## config.mk

```make
export PLATFORM = sky130hd
export DESIGN_NAME = trap_ctrl
export DESIGN_NICKNAME = d
export VERILOG_FILES = /design/src/rtl/trap_ctrl.sv
export SDC_FILE = /design/constraint.sdc
export NUM_CORES = 1
export LEC_CHECK = 0
export CAP_MARGIN = 20
export CORE_AREA = 4 4 153 155
export CTS_CLUSTER_DIAMETER = 60
export CTS_CLUSTER_SIZE = 10
export DETAILED_ROUTE_END_ITERATION = 6
export DIE_AREA = 0 0 157 159
export GPL_TIMING_DRIVEN = 0
export PLACE_DENSITY = 0.82
export REMOVE_ABC_BUFFERS = 1
export SETUP_SLACK_MARGIN = 0.1
export SYNTH_ARGS = -nofsm -noshare
export SYNTH_HDL_FRONTEND = slang
export SYNTH_SLANG_ARGS = --single-unit
```

## constraint.sdc

```tcl
create_clock -name clk -period 3.2 [get_ports clk]
set_input_delay 0.64 -clock clk [delete_from_list [all_inputs] [get_ports clk]]
set_output_delay 0.64 -clock clk [all_outputs]
set_load 0.1 [all_outputs]
```

## src/rtl/trap_ctrl.sv

```systemverilog
// Machine-mode trap sequencer: commits exceptions/mret into CSR writes, a pipeline flush and a fetch redirect.
// Optional timer-interrupt entry is compiled in when TRAP_IRQ_EN is defined.
module trap_ctrl #(
    parameter int XLEN    = 64,
    parameter int CAUSE_W = 4
) (
    input  logic               clk,
    input  logic               rst,
    input  logic               exc_req,
    input  logic [CAUSE_W-1:0] exc_code,
    input  logic [XLEN-1:0]    exc_pc,
    input  logic               mret_req,
    input  logic [XLEN-1:0]    mtvec_val,
    input  logic [XLEN-1:0]    mepc_val,
    output logic               excep_wen,
    output logic [XLEN-1:0]    mepc_overri,
    output logic [XLEN-1:0]    mcause_overri,
    output logic               flush,
    output logic               stall,
    output logic               redir_valid,
    output logic [XLEN-1:0]    redir_pc,
    input  logic               redir_ready
`ifdef TRAP_IRQ_EN
    ,
    input  logic               irq_timer,
    input  logic               irq_mie
`endif
);

    typedef enum logic [1:0] {
        IDLE,
        SAVE,
        REDIR
    } state_t;

`ifdef TRAP_IRQ_EN
    localparam logic [XLEN-1:0] IRQ_CAUSE = (XLEN'(1) << (XLEN - 1)) | XLEN'(7);
`endif

    state_t          state_q, state_d;
    logic [XLEN-1:0] pc_q, pc_d;
    logic [XLEN-1:0] cause_q, cause_d;
    logic [XLEN-1:0] target_q, target_d;
    logic            mret_flush_q, mret_flush_d;

    // Low address bits are forced to zero on the way out and are never needed.
    logic unused_bits;
    assign unused_bits = ^{pc_q[0], mtvec_val[1:0]};

    // NOTE: sequential state uses non-blocking assignments so every register samples pre-edge values.
    always_ff @(posedge clk or negedge rst) begin
        if (!rst) begin
            state_q      <= IDLE;
            pc_q         <= '0;
            cause_q      <= '0;
            target_q     <= '0;
            mret_flush_q <= 1'b0;
        end else begin
            state_q      <= state_d;
            pc_q         <= pc_d;
            cause_q      <= cause_d;
            target_q     <= target_d;
            mret_flush_q <= mret_flush_d;
        end
    end

    // NOTE: every always_comb output gets a default first, so no path can infer a latch.
    always_comb begin
        state_d      = state_q;
        pc_d         = pc_q;
        cause_d      = cause_q;
        target_d     = target_q;
        mret_flush_d = 1'b0;

        unique case (state_q)
            IDLE: begin
                if (exc_req) begin
                    state_d = SAVE;
                    pc_d    = exc_pc;
                    cause_d = XLEN'(exc_code);
                end else if (mret_req) begin
                    state_d      = REDIR;
                    target_d     = mepc_val;
                    mret_flush_d = 1'b1;
                end
`ifdef TRAP_IRQ_EN
                else if (irq_timer && irq_mie) begin
                    state_d = SAVE;
                    pc_d    = exc_pc;
                    cause_d = IRQ_CAUSE;
                end
`endif
            end
            SAVE: begin
                state_d  = REDIR;
                target_d = {mtvec_val[XLEN-1:2], 2'b00};
            end
            REDIR: begin
                if (redir_ready) state_d = IDLE;
            end
            default: state_d = IDLE;
        endcase
    end

    // Outputs decode straight from state so an async reset clears them without waiting for a clock.
    always_comb begin
        excep_wen     = (state_q == SAVE);
        flush         = (state_q == SAVE) || ((state_q == REDIR) && mret_flush_q);
        stall         = (state_q != IDLE);
        redir_valid   = (state_q == REDIR);
        redir_pc      = (state_q == REDIR) ? target_q : '0;
        mepc_overri   = (state_q == SAVE) ? {pc_q[XLEN-1:1], 1'b0} : '0;
        mcause_overri = (state_q == SAVE) ? cause_q : '0;
    end

endmodule
```

==> qor.csv <==
metric,value,unit
fmax,335,MHz
critPathMaxStageDelay,0.85,ns
worst_pin_slew,0.990,ns
crit_path_max_fanout,5,
die_x,157,um
critical_path_class,flop to primary output,
path_clk_slew,0.06,ns
cp-end-kind,primary output,
vias,5239,
final_common_cell,clkdlybuf4s50_1,
cp.required,2.56,ns
avgRoutedWirePerCell,16.9,um
design.core.area,21800,sq um
grt_pass1_vias,5734,
rsz0062_at_grt,no,
p_comb_share,62.1,%
antenna_found_initial,0,
setup_viol,0,
start_kind,flop,
drcViolationCount,0,
fin_area,11500,sq um
status,completed,
relSlewSlack,34.2,%
yosysTopAreaCellShare,45.5,%
hold_violations,0,
seq_area_frac_synth,45.5,%
grt_pass1_wl,31000,um
cp.depth,4,
synth_area_leaders,"dfrtp_1 (46%), mux2_2 (19%), mux2_4 (12%), and2_1 (11%), buf_4 (7.0%)",
finClkSkew,0.0137,ns
clock_sinks,134,
p_leak,4.94,nW
area_growth,55.4,%
p_total,13.1,mW
swShare,52.1,%
cp_num_buf_inv,2,
min_path_type,input pin to async pin,
dp_hpwl,15300,um
critPathSlowestCell,dlygate4sd2_1,
die-area,25000,sq um
cap_violations,0,
drive_gt1_share,38.9,%
ff2ff_path_depth,5,
cp_data_arrival_time,2.35,ns
clockPowerShare,15.3,%
critical-path-top-delay-family,buffers and inverters,
layout_common_cells,"clkdlybuf4s50_1 (196), dfrtp_1 (134), and2_1 (131), mux2_2 (122), clkdlybuf4s15_2 (84)",
grt-ovfl-total,0,
syn_area,7370,sq um
ir_drop,596,uV
syn_inst,570,
rows,54,
cp_cell_sequence,"nor2b_4, buf_4, and2_1, dlygate4sd2_1",
r2r_setup_slack,1.10,ns
ant_nets,0,
yosys.cell_types.count,19,
p_int,6.27,mW
setup_slack,0.212,ns
initial_utilization,33.8,%
drtIter0Drc,103,
place_area,10800,sq um
grtUsageTotal,15.8,%
wirelength,20200,um
gp_congestion,0.772,
slew_viol_final,0,
synth_warnings,0,
pre_cts_slack,-0.375,ns
power.switching,6.83,mW
period_share,93.4,%
ios,397,
die_y,159,um
yosysTopAreaCell,dfrtp_1,
synth_area_per_cell,12.9,sq um
cts_tree,yes,
cts_buffer_depth,2,
cts_htree_levels,4,
power.density,1140,nW/um^2
numCtsBuffers,17,
pwr-share-seq,22.6,%
final_nets,1102,
ys_ff_latch,134,
firstDrtPassIters,4,
antennaDiodeCount,0,
period_needed,2.99,ns
grt_max_degree,72,
cts_root_buf,clkbuf_16,
io_buffers,332,
clk_latency,0.41,ns
routed_via_density,4.39,
holdBufCountCts,0,
## power groups by stage
stage / clock network, mW / logic [mW] / registers, mW
2_1_floorplan: 0 / 6.48 / 2.82
3_3_place_gp: 0 / 7.84 / 2.92
3_5_place_dp: 0 / 8.34 / 2.98
4_1_cts: 2.08 / 8.18 / 2.97
5_1_grt: 2.16 / 8.48 / 3.07
6_report: 2.01 / 8.13 / 2.96
## layer usage
layer	part of all wire, %	track usage, %	up-vias	routed length [um]
li1	-	-	2447	-
met1	36	16.9	2534	7340
met2	51	28.4	239	10300
met3	11	6.33	19	2230
met4	1.6	4.73	0	321
met5	0	0	-	0
## cells in the mapped netlist
cell and number:
dfrtp_1 134, and2_1 131, mux2_2 122, buf_4 69
mux2_4 59, mux2_1 12, buf_6 11, clkbuf_1 10
buf_2 6, nor2b_1 4, inv_1 3, a21o_1 2
a21oi_1 1, clkbuf_2 1, conb_1 1, nand2b_1 1
nor2_1 1, nor2_4 1, or2_1 1
## layout make-up
cell class                      count  area [sq um]
Multi-Input combinational cell    397          3560
Timing Repair Buffer              348          3580
Fill cell                        1926         10400
Tap cell                          280           350
Sequential cell                   134          3350
Inverter                            3          11.3
Clock inverter                     14           175
Clock buffer                       17           425
## worst reg2reg max path: cells and delay by family (launching register included)
family	cells	cell delay (ns)
muxes	2	0.62
DFF	1	0.53
buffers and inverters	2	0.49
and+or+nand+nor	1	0.34
## metrics by stage
step | utilization [%] | hold WS [ns] | setup TNS, ns | instances
2_1_floorplan | - | 0.344 | -861.14 | 533
3_3_place_gp | 48.4 | 0.460 | -1736.21 | 1145
3_5_place_dp | 49.5 | 0.468 | -17.27 | 1155
4_1_cts | 52.2 | 0.232 | 0 | 1193
5_1_grt | 52.5 | 0.243 | 0 | 1193
6_report | 52.5 | 0.210 | 0 | 1193
## state kept, by name, summed over array words and instances (netlist names)
signal / flops
pc_q: 63
state_q: 2
cause_q: 4
target_q: 64
mret_flush_q: 1
## kinds of logic after synthesis
| family | Yosys count | share of synthesized area, % |
|---|---|---|
| multiplexers | 193 | 32.5 |
| AND/OR/NAND/NOR | 139 | 11.8 |
| flip-flops | 134 | 45.5 |
| buffers and inverters | 100 | 9.85 |
| AO/OA/AOI/OAI | 3 | 0.272 |
| other | 1 | 0.0509 |
## what timing repair did
action                     CTS  global route
setup endpoints to repair  134            34
cloned                       1             0
setup buffers                6             0
resized for setup          447            33
## worst paths after layout
kind | end | start
worst min-delay path | pc_q[9] | rst
worst max register to register | target_q[62] | state_q[0]
min in group clk | pc_q[27] | pc_q[27]
worst max-delay path | redir_pc[10] | state_q[1]
max in group asynchronous | target_q[50] | rst
worst min register to register | pc_q[27] | pc_q[27]
Note: power is estimated with default switching activity, not from simulation.
